<file path="config.mk">
export PLATFORM = sky130hd
export DESIGN_NAME = spi_slave_fsm_flat
export DESIGN_NICKNAME = d
export VERILOG_FILES = /design/src/rtl/spi_slave_fsm_pkg.sv /design/src/rtl/spi_slave_fsm_if.sv /design/src/rtl/spi_slave_fsm_bit_counter.sv /design/src/rtl/spi_slave_fsm.sv /design/src/flat_wrapper.sv
export SDC_FILE = /design/constraint.sdc
export NUM_CORES = 1
export LEC_CHECK = 0
export BUFFER_PORTS_ARGS = -buffer_cell sky130_fd_sc_hd__buf_2
export CAP_MARGIN = 20
export CORE_AREA = 2 2 39 41
export CTS_BUF_LIST = sky130_fd_sc_hd__clkbuf_16
export CTS_CLUSTER_SIZE = 20
export DETAILED_ROUTE_END_ITERATION = 7
export DIE_AREA = 0 0 41 43
export GPL_TIMING_DRIVEN = 0
export SYNTH_ARGS = -nofsm -noshare
export SYNTH_HDL_FRONTEND = slang
export SYNTH_SLANG_ARGS = --single-unit
</file>
<file path="constraint.sdc">
create_clock -name clk -period 1.12 [get_ports clk]
set_input_delay 0.168 -clock clk [delete_from_list [all_inputs] [get_ports clk]]
set_output_delay 0.168 -clock clk [all_outputs]
set_load 0.02 [all_outputs]
</file>
<file path="src/rtl/spi_slave_fsm_pkg.sv">
// spi_slave_fsm_pkg
//   Shared framing defaults and state encodings for the SPI slave controller.
//   The FSM, shift register and data memory all import this package so they
//   agree on the address/data split of a transaction.
package spi_slave_fsm_pkg;

  localparam int ADDR_BITS_DEF = 7;
  localparam int DATA_BITS_DEF = 8;
  localparam int CNT_W_DEF     = 4;

  // 3-bit binary encodings, IDLE must stay 0.
  localparam logic [2:0] ST_IDLE        = 3'd0;
  localparam logic [2:0] ST_GET_ADDR    = 3'd1;
  localparam logic [2:0] ST_ADDR_LATCH  = 3'd2;
  localparam logic [2:0] ST_READ_LOAD   = 3'd3;
  localparam logic [2:0] ST_READ_SHIFT  = 3'd4;
  localparam logic [2:0] ST_WRITE_SHIFT = 3'd5;
  localparam logic [2:0] ST_WRITE_STORE = 3'd6;
  localparam logic [2:0] ST_DONE        = 3'd7;

  // States in which sclk_posedge pulses advance the bit counter.
  function automatic logic is_count_state(input logic [2:0] st);
    return (st == ST_GET_ADDR) || (st == ST_READ_SHIFT) || (st == ST_WRITE_SHIFT);
  endfunction

endpackage

</file>
<file path="src/rtl/spi_slave_fsm_if.sv">
// spi_slave_fsm_if
//   Groups the conditioned SPI inputs and the datapath control outputs.
//   master : input conditioner / shift-register side (drives cs, sclk_posedge, rw_bit)
//   slave  : the controller FSM (drives addr_we, sr_we, dm_we, miso_en, busy)
interface spi_slave_fsm_if;
  logic cs;            // conditioned chip select, active-low
  logic sclk_posedge;  // one clk-wide pulse per SCLK rising edge
  logic rw_bit;        // shift-register bit 0 (1 = read) after the address
  logic addr_we;       // address latch strobe
  logic sr_we;         // shift-register parallel-load strobe
  logic dm_we;         // data memory write strobe
  logic miso_en;       // MISO tri-state enable
  logic busy;          // high outside IDLE

  modport master (
    output cs, sclk_posedge, rw_bit,
    input  addr_we, sr_we, dm_we, miso_en, busy
  );

  modport slave (
    input  cs, sclk_posedge, rw_bit,
    output addr_we, sr_we, dm_we, miso_en, busy
  );
endinterface

</file>
<file path="src/rtl/spi_slave_fsm_bit_counter.sv">
// spi_slave_fsm_bit_counter
//   CNT_W-wide bit counter with synchronous clear and count enable.
//   clk      : system clock
//   clr_i    : synchronous clear, wins over en_i
//   en_i     : increment enable (one sclk_posedge pulse)
//   limit_i  : terminal value to compare against
//   match_o  : count_q == limit_i (from registered count only)
module spi_slave_fsm_bit_counter #(
  parameter int CNT_W = 4
) (
  input  logic             clk,
  input  logic             clr_i,
  input  logic             en_i,
  input  logic [CNT_W-1:0] limit_i,
  output logic             match_o
);

  logic [CNT_W-1:0] count_q, count_d;

  always_comb begin
    count_d = count_q;
    if (clr_i)
      count_d = '0;
    else if (en_i)
      count_d = count_q + CNT_W'(1);
  end

  always_ff @(posedge clk) begin
    count_q <= count_d;
  end

  assign match_o = (count_q == limit_i);

endmodule

</file>
<file path="src/rtl/spi_slave_fsm.sv">
// spi_slave_fsm
//   Controller for the SPI slave datapath. One transaction per chip-select
//   window: ADDR_BITS address bits, one R/W bit, then DATA_BITS data bits.
//   Outputs are a Moore decode of the registered state.
//   clk   : system clock
//   reset : synchronous active-high reset
//   bus   : slave modport (cs, sclk_posedge, rw_bit in;
//           addr_we, sr_we, dm_we, miso_en, busy out)
module spi_slave_fsm
  import spi_slave_fsm_pkg::*;
#(
  parameter int ADDR_BITS = ADDR_BITS_DEF,
  parameter int DATA_BITS = DATA_BITS_DEF,
  parameter int CNT_W     = CNT_W_DEF    // must hold max(ADDR_BITS, DATA_BITS-1)
) (
  input  logic           clk,
  input  logic           reset,
  spi_slave_fsm_if.slave bus
);

  logic [2:0]       state_q, state_d;
  logic             cnt_clr, cnt_en, cnt_match;
  logic [CNT_W-1:0] cnt_limit;
  logic             last_pulse;

  // The counter sits at zero in every non-counting state, so each counting
  // state is entered with a fresh count. A pulse coinciding with cs=1 is
  // masked so an abort never disturbs the count.
  assign cnt_clr   = reset || !is_count_state(state_q);
  assign cnt_en    = bus.sclk_posedge && !bus.cs;
  // The (ADDR_BITS+1)th pulse carries the R/W bit, so the address phase ends
  // on count==ADDR_BITS; the data phases end on count==DATA_BITS-1.
  assign cnt_limit = (state_q == ST_GET_ADDR) ? CNT_W'(ADDR_BITS) : CNT_W'(DATA_BITS - 1);
  assign last_pulse = bus.sclk_posedge && cnt_match;

  spi_slave_fsm_bit_counter #(
    .CNT_W (CNT_W)
  ) u_bit_counter (
    .clk     (clk),
    .clr_i   (cnt_clr),
    .en_i    (cnt_en),
    .limit_i (cnt_limit),
    .match_o (cnt_match)
  );

  always_comb begin
    state_d = state_q;
    if (state_q != ST_IDLE && bus.cs) begin
      state_d = ST_IDLE;  // abort beats any simultaneous pulse
    end else begin
      case (state_q)
        ST_IDLE:        if (!bus.cs) state_d = ST_GET_ADDR;
        ST_GET_ADDR:    if (last_pulse) state_d = ST_ADDR_LATCH;
        ST_ADDR_LATCH:  state_d = bus.rw_bit ? ST_READ_LOAD : ST_WRITE_SHIFT;
        ST_READ_LOAD:   state_d = ST_READ_SHIFT;
        ST_READ_SHIFT:  if (last_pulse) state_d = ST_DONE;
        ST_WRITE_SHIFT: if (last_pulse) state_d = ST_WRITE_STORE;
        ST_WRITE_STORE: state_d = ST_DONE;
        ST_DONE:        state_d = ST_DONE;  // only cs=1 leaves DONE
        default:        state_d = ST_IDLE;
      endcase
    end
  end

  always_ff @(posedge clk) begin
    if (reset)
      state_q <= ST_IDLE;
    else
      state_q <= state_d;
  end

  assign bus.addr_we = (state_q == ST_ADDR_LATCH);
  assign bus.sr_we   = (state_q == ST_READ_LOAD);
  assign bus.dm_we   = (state_q == ST_WRITE_STORE);
  assign bus.miso_en = (state_q == ST_READ_SHIFT);
  assign bus.busy    = (state_q != ST_IDLE);

endmodule

</file>
<file path="src/flat_wrapper.sv">
// flat-port wrapper written by rule: the top's interface ports become plain ports
module spi_slave_fsm_flat import spi_slave_fsm_pkg::*;
#(
  parameter int ADDR_BITS = ADDR_BITS_DEF,
  parameter int DATA_BITS = DATA_BITS_DEF,
  parameter int CNT_W     = CNT_W_DEF                                            
)
  (clk, reset, bus_cs, bus_sclk_posedge, bus_rw_bit, bus_addr_we, bus_sr_we, bus_dm_we, bus_miso_en, bus_busy);
  spi_slave_fsm_if bus_i ();
  input  logic clk;
  input  logic reset;
  input wire logic [$bits(bus_i.cs)-1:0] bus_cs;
  input wire logic [$bits(bus_i.sclk_posedge)-1:0] bus_sclk_posedge;
  input wire logic [$bits(bus_i.rw_bit)-1:0] bus_rw_bit;
  output wire logic [$bits(bus_i.addr_we)-1:0] bus_addr_we;
  output wire logic [$bits(bus_i.sr_we)-1:0] bus_sr_we;
  output wire logic [$bits(bus_i.dm_we)-1:0] bus_dm_we;
  output wire logic [$bits(bus_i.miso_en)-1:0] bus_miso_en;
  output wire logic [$bits(bus_i.busy)-1:0] bus_busy;
  assign bus_i.cs = bus_cs;
  assign bus_i.sclk_posedge = bus_sclk_posedge;
  assign bus_i.rw_bit = bus_rw_bit;
  assign bus_addr_we = bus_i.addr_we;
  assign bus_sr_we = bus_i.sr_we;
  assign bus_dm_we = bus_i.dm_we;
  assign bus_miso_en = bus_i.miso_en;
  assign bus_busy = bus_i.busy;
  spi_slave_fsm #(.ADDR_BITS(ADDR_BITS), .DATA_BITS(DATA_BITS), .CNT_W(CNT_W)) u_core (.clk(clk), .reset(reset), .bus(bus_i));
endmodule
</file>
======== Word level (Yosys, flattened, before mapping) ========
Index checks and enable logic that the tools add are counted.
storage, ports and cells
  register bits ........................... 7
  input port bits ......................... 5
  output and inout port bits .............. 5
operators by class
  add/sub/neg operators ................... 1
  equal/unequal tests ..................... 12
  muxes and demuxes ....................... 6
  reductions and logical operators ........ 13
operators with widths
  kind                                                                      count
  3-bit one-hot mux with 7 select lines                                     1
  3-bit two-way mux                                                         5
  3-bit == test (second input constant)                                     4
  3-bit by 2-bit == test with 1-bit output (second input constant)          2
  2-bit by 1-bit inequality test with 1-bit output (second input constant)  3
  4-bit by 1-bit adder with 4-bit output (second input constant)            1
  4-bit by 3-bit == test with 1-bit output (second input constant)          1
  4-bit AND reduction                                                       1
  2-bit OR reduction                                                        2
  3-bit by 1-bit == test with 1-bit output (second input constant)          1
  1-bit logical AND                                                         3
  3-bit logical NOT                                                         1
  1-bit logical OR                                                          3
  3-bit nonzero test                                                        1
  1-bit logical NOT                                                         2
  2-bit inequality test (second input constant)                             1

======== Depth between registers and ports, before layout ========
Gate-level depths: netlist of run 1.
  word-level depth ........................ 5
  mapped depth ............................ 4
  mapped depth without buffers ............ 4

======== By module ========
From an unflattened synthesis of run 1, not the netlist that was laid out.
second synthesis, totals
  cells, all modules ...................... 48
  area total of the unflattened synthesis .. 444.2 um2
modules (own cells, without submodules)
  module                     instances  cells an instance  area each (um2)  seq. area each (um2)
  spi_slave_fsm              1          27                 224.0            60.1
  spi_slave_fsm_bit_counter  1          21                 220.2            80.1

======== Least setup slack after synthesis of run 1 ========
OpenSTA, ideal clock, no wires.
  path type ............................... reg2reg
  from .................................... register u_core.state_q[1]
  to ...................................... register u_core.state_q[0]
  setup time .............................. 0.167 ns
  arrival time ............................ 1.210 ns
  required time ........................... 0.953 ns
  slack ................................... -0.258 ns
  stages on the path, launching flop included .. 4
  clock period less this slack ............ 1.378 ns
  cell sequence ........................... dfxtp_1 -> buf_6 -> nor3b_1 -> a2111oi_2
between the ends
  word-level cells in the longest chain between the ends .. 3
  elaborated cells on any way between the ends .. 18
  classes of those cells .................. 11 x eq/ne; 1 x mux; 6 x reduce/logical
ends and longest elaborated chain
  what                                                        RTL line             RTL
  start, declared                                             spi_slave_fsm.sv:21  logic [2:0] state_q, state_d;
  start signal, assigned                                      spi_slave_fsm.sv:69  state_q <= state_d;
  3-bit == test *                                             --
  via bus_miso_en                                             flat_wrapper.sv:18   output wire logic [$bits(bus_i.miso_en)-1:0] bus_miso_en;
  2-bit by 1-bit inequality test with 1-bit output (no line)  --
  4-bit AND reduction (no line)                               --
The timed path passes the listed nets; every way through them passes the cells marked *.
A chain may end at the register's enable or synchronous reset.

======== Final worst setup path of run 1 ========
  from .................................... register u_core.state_q[2]
  to ...................................... output port bus_busy
between the ends
  word-level cells in the longest chain between the ends .. 1
ends and longest elaborated chain
  what                RTL line             RTL
  3-bit nonzero test  spi_slave_fsm.sv:76  assign bus.busy = (state_q != ST_IDLE);
  end, declared       flat_wrapper.sv:19   output wire logic [$bits(bus_i.busy)-1:0] bus_busy;
No other way between the ends.

==> results.yml, run 1 <==
pwr:
  ir_drop_mv: 1.37
  p_leak_nw: 0.283
  pwr_density_cell_mw_per_mm2: 1340
die:
  boundaryPins: 10
  core_mm2: 0.00138
  die_w_um: 41
  start_util_pct: 28.8
  die_h_um: 43
  rows: 14
  dieArea_mm2: 0.00176
global_routing:
  grt_pass1_wl_um: 1390
  overflow: 0
  antenna_found_initial: 0
  grtUsageMet3_pct: 7.85
  grt_max_degree: 9
  grt_pass1_vias: 364
  track_usage_pct: 12.2
  top_usage_layer: "met2"
  use_met2_pct: 20.6
  use_met1_pct: 11.3
clock_tree:
  cts_buffers: 3
  clock_latency_ps: 230
  htree_levels: 1
  clkSlewWorstSetupHoldPaths_ps: 40
  ctsHoldBuffers: 0
  clkSinkCount: 7
  tritoncts: "done"
  clk_root_buffer_cell: "clkbuf_16"
  ctsLongestPathBuffers: 2
timing:
  setup-tns-final_ps: -300
  clock.fmax_mhz: 786
  slew_viol_final: 0
  fin_crit_ps: 1270
  slew_headroom_pct: 79.7
  hold_viol_final: 0
  setup_slack_ps: -152
  fin_crit_sh_pct: 114
  worst_slew_pin_slew_ps: 302
  rsz0062_at_grt: "yes"
  setup_viol: 5
  fin_skew_ps: 0.696
finish:
  nets: 66
  syn2layout_area_growth_pct: 67.9
  fillers: 140
  multiInputGateArea_um2: 282
  finish.utilization_pct: 48.3
  n_antenna_cell: 0
  drive_gt1_share_pct: 59.3
  seqCellArea_um2: 151
worst_setup_path:
  cp_data_arrival_time_ps: 1100
  critPathMaxFanout: 8
  max_stage_delay_ps: 370
  r2r_start: "u_core.state_q[2]"
  worstPathCellList: "or3_4, buf_6"
  cp-startpoint: "u_core.state_q[2]"
  start_kind: "flop"
  critPathRequiredTime_ps: 950
  cpMaxStageDelayCell: "or3_4"
  end_kind: "primary output"
  criticalPathCategory: "flop to primary output"
route:
  final_antenna_net_count: 0
  routed_via_density: 4.65
  routed_wl_um: 837
  drtIter0Drc: 2
  vias: 349
  drc_errors: 0
  wire_per_inst_um: 11.2
  dr.pass1.iters: 2
logic_synthesis:
  yosysWarningCount: 0
  seq_area_frac_synth_pct: 35.2
  synthesis.area_um2: 398
  synthCells: 39
  synth_top_area_cell: "dfxtp_1"
  synth_nets: 45
  synthTopCellsByArea: "dfxtp_1, and3b_1, nor4b_4"
  ys_seq_elements: 7
  synth.distinct_cells: 22
  syn_area_per_cell_um2: 10.2
  yosysTopAreaCellShare_pct: 35.2
hold_path:
  min_path_type: "input port to flop"
  min-delay-start: "bus_rw_bit"
job:
  drv_cap: 0
placed_design:
  hpwlAfterDp_um: 520
  place.gp.congestion: 0.685
  portBuffers: 9
run_status:
  violations: "setup timing"
  status: "finished, violations left"
-- metal layers --
layer  share of wire, %  routed length (µm)
met1                 41                 341
met2                 52                 434
met3                7.3                  61
met4                  0                   0
met5                  0                   0
-- registers in the layout, summed over array words and instances (netlist names) --
name	count
u_core.u_bit_counter.count_q	4
u_core.state_q	3
-- critical path, delay by kind of cell (launching register included) --
family | cells | cell delay [ps]
buffers and inverters | 1 | 140
DFF | 1 | 360
and+or+nand+nor | 1 | 370
-- worst paths after layout --
check	to	slack [ps]	depth (start not counted)
min reg2reg	u_core.u_bit_counter.count_q[3]	490	2
max reg2reg	u_core.state_q[0]	-40	3
min	u_core.state_q[2]	280	4
max	bus_busy	-150	2
-- Yosys cell counts --
cell type	n
dfxtp_1	7
nor4b_4	1
xor2_1	1
nand2b_1	2
xnor2_1	1
nand4b_1	1
and3b_1	3
or2_1	1
mux2i_1	1
or3_1	1
nor2b_4	1
or3_4	1
a2111oi_2	1
nand3b_1	1
nor2_1	5
nand3_1	1
ha_1	1
and2b_2	1
nor3b_1	3
buf_6	1
a21oi_1	2
o21ai_0	2
-- power breakdown --
| part | internal [mW] | total, mW | switching [mW] |
|---|---|---|---|
| combinational | 0.0239 | 0.0431 | 0.0191 |
| sequential | 0.250 | 0.256 | 0.00539 |
| clock | 0.464 | 0.595 | 0.131 |
-- timing repair --
item,4_1_cts,5_1_grt
hold endpoints to repair,0,0
buffers inserted,7,1
gates resized for setup,17,6
setup endpoints to repair,7,11
pin swaps,5,3
-- cell families after synthesis --
logic type / after synthesis / synth area share [%]
compound gates: 5 / 8.80
xor+xnor: 2 / 4.40
fa+ha+maj: 1 / 3.14
buf+inv: 1 / 2.83
flops: 7 / 35.2
mux: 1 / 2.52
simple gates: 22 / 43.1
-- placed cells by master, fill, tap and decap left out --
cell       count
a21oi_1        2
mux2i_1        1
inv_1          1
buf_6          5
clkbuf_16      3
xor2_1         1
dfxtp_1        2
nor4b_4        1
or3_4          1
nor3b_4        1
buf_2          4
and2b_2        1
xnor2_1        1
nand2b_1       2
nand3_1        1
or3_1          1
nand3b_1       1
o21ai_0        1
buf_4          8
nor3b_2        2
and3b_2        1
nor2_1         5
ha_4           1
o21ai_1        1
nand4b_1       1
and3b_1        2
or2_1          1
nor2b_4        1
dfxtp_2        3
a2111oi_2      1
dfxtp_4        2
-- stage by stage --
stage                     worst slack [ps]  area [µm²]  power [mW]  hold WS [ps]  cells
after floorplan                      -1.81         408       0.286           386     39
after global placement               -78.0         473       0.300           473     64
after detailed placement             -89.7         473       0.301           486     64
after CTS                             -204         649       0.913           287     75
after global routing                  -175         668       0.937           320     75
final                                 -152         668       0.894           283     75
-- area by class of cell --
type | instances | share of cell area (%)
Clock buffer | 3 | 11.2
Timing Repair Buffer | 17 | 20.4
Multi-Input combinational cell | 31 | 42.1
Sequential cell | 7 | 22.7
Clock inverter | 1 | 0.562
Tap cell | 16 | 3.00
No activity file was read; power rests on OpenSTA's default activity.
==> run 2: changes to the inputs <==
Settings changed: ABC_AREA from default to 1.
Clock period 1.12 ns to 1.5 ns, I/O delays scaled along.
==> run 2 against run 1 <==
- the flow now finishes without violations
- sequential share of layout area rose by 1.1 points
- core utilization fell by 5.7 points
- final area fell by 12%
- first-iteration DRC count rose to 4.0 times the previous value
- non-clock buffer count fell by 8
- clock skew barely moved
- clock power fell by 25%
- critical path depth rose by 1
- worst setup slack improved by 290 ps
- register-to-register slack improved by 450 ps
- power rose by 36%
- largest cell class unchanged
==> results.yml, run 2 <==
worst_setup_path:
  worstPathCellList: "inv_1, nor3_1, buf_2"
  cpMaxStageDelayCell: "dfxtp_1"
  cp_data_arrival_time_ps: 1140
  start_kind: "flop"
  critPathBufInv: 2
  critPathMaxFanout: 5
  criticalPathCategory: "flop to primary output"
  end_kind: "primary output"
  max_stage_delay_ps: 400
  critPathRequiredTime_ps: 1270
  critPathTopFamily: "flip-flops"
timing:
  fin_skew_ps: 0.711
  slew_headroom_pct: 83.4
  fin_crit_sh_pct: 90.7
  rsz0062_at_grt: "no"
  setup_viol: 0
  hold_slack_ps: 273
  fin_crit_ps: 1360
  slew_viol_final: 0
  hold_viol_final: 0
  worst_slew_pin_slew_ps: 249
  setup_slack_ps: 139
  setup-tns-final_ps: 0
  clock.fmax_mhz: 735
placed_design:
  place.gp.congestion: 0.796
  dpl.cell_count: 88
  placed_cell_area_um2: 510
  pre_cts_slack_ps: 383
  hpwlAfterDp_um: 657
  portBuffers: 9
route:
  wire_per_inst_um: 8.90
  routed_via_density: 4.40
  drtIter0Drc: 8
  drc_errors: 0
  final_antenna_net_count: 0
  routed_wl_um: 819
  vias: 405
  dr.pass1.iters: 4
die:
  core_mm2: 0.00138
  die_w_um: 41
  start_util_pct: 32.2
  rows: 14
  boundaryPins: 10
  die_h_um: 43
  dieArea_mm2: 0.00176
logic_synthesis:
  synthTopCellsByArea: "dfxtp_1, inv_1, nand2_1"
  synth.distinct_cells: 20
  synthesis.area_um2: 445
  seq_area_frac_synth_pct: 31.5
  synth_top_area_cell: "dfxtp_1"
  syn_area_per_cell_um2: 7.07
  async_flop_share_pct: 0
  synthCells: 63
  ys_seq_elements: 7
  netlist_top_cells_count: "inv_1, nand2_1, nor2_1"
  synth_nets: 69
  yosysTopAreaCellShare_pct: 31.5
  yosysWarningCount: 0
  synth_edf_count: 0
  synth_ff_type: "dfxtp_1"
finish:
  drive_gt1_share_pct: 31.6
  fin_area_um2: 589
  top_regs: "u_core.u_bit_counter.count_q (4), u_core.state_q (3)"
  largest_register_ffs: 4
  finish.utilization_pct: 42.6
  layoutNonFillerInstCount: 92
  seqCellArea_um2: 140
  multiInputGateArea_um2: 260
  mostFrequentLayoutCells: "inv_1, nor2_1, nand2_1, buf_2, dfxtp_1"
  nets: 83
  regMostFlops: "u_core.u_bit_counter.count_q"
  final_common_cell: "inv_1"
  n_antenna_cell: 0
  syn2layout_area_growth_pct: 32.3
  fillers: 142
clock_tree:
  cts_setup_buffers: 0
  ctsLongestPathBuffers: 2
  clk_root_buffer_cell: "clkbuf_16"
  ctsHoldBuffers: 0
  htree_levels: 1
  clock_latency_ps: 230
  cts_buffers: 3
  tritoncts: "done"
  clkSinkCount: 7
  ctsResizeCount: 0
  clkSlewWorstSetupHoldPaths_ps: 40
global_routing:
  grt_pass1_wl_um: 1520
  grt_pass1_vias: 369
  grt_max_degree: 7
  overflow: 0
  antenna_found_initial: 0
  track_usage_pct: 13.0
pwr:
  p_leak_nw: 0.275
  ir_drop_mv: 1.31
  pwr_density_cell_mw_per_mm2: 2070
  p_total_mw: 1.22
job:
  drv_cap: 0
run_status:
  status: "finished, final reports clean"
hold_path:
  min_path_type: "input port to flop"
## run 2: changes by cell type in the layout (fill, tap and decap cells not counted), moves of 3 or more
cell / delta
dfxtp_2: -3
nor2_1: +5
dfxtp_1: +5
buf_4: -8
nand2_1: +10
nand3_1: +3
buf_6: -5
nor3_1: +5
inv_1: +10
buf_2: +5
## run 2: cell families after synthesis
kind of cell | Yosys count | synth area share (%)
and+or+nand+nor | 37 | 44.7
buffers and inverters | 12 | 10.1
DFF | 7 | 31.5
AOI/OAI and AO/OA | 5 | 8.99
xor gates and xnor gates | 1 | 1.97
adders and majority gates | 1 | 2.81
## run 2: worst min-delay path, cell delays in order
cell and delay [ps]:
buf_2 110, a21oi_4 40, nand2_1 50, nor2_1 30
## run 2: routing by layer
metal | wire [µm] | GRT usage, % | part of all wire [%]
met1 | 415 | 17.5 | 51
met2 | 368 | 16.9 | 45
met3 | 26 | 4.71 | 3.2
met4 | 8 | 8.00 | 0.98
met5 | 0 | 0 | 0
## run 2: layout make-up
cell class / instances / share of cell area, %
sequential: 7 / 23.8
tap: 16 / 3.40
clock inverter: 1 / 0.637
inverter: 12 / 7.64
timing repair buffer: 9 / 7.64
multi-input combinational: 44 / 44.2
clock buffer: 3 / 12.7
## run 2: power by group
part	internal, mW	switching (mW)	total, mW	leakage [nW]
clock network	0.346	0.0982	0.445	0.0423
registers	0.226	0.0627	0.289	0.0569
logic	0.169	0.317	0.486	0.176
total	0.742	0.478	1.22	0.275
## run 2: worst paths after layout
kind	cells past startpoint	to	startpoint	slack, ps
worst max-delay path	3	bus_sr_we	u_core.state_q[1]	140
worst min-delay path	4	u_core.state_q[0]	reset	270
worst max register to register	8	u_core.state_q[0]	u_core.u_bit_counter.count_q[0]	410
worst min register to register	2	u_core.u_bit_counter.count_q[1]	u_core.u_bit_counter.count_q[1]	490
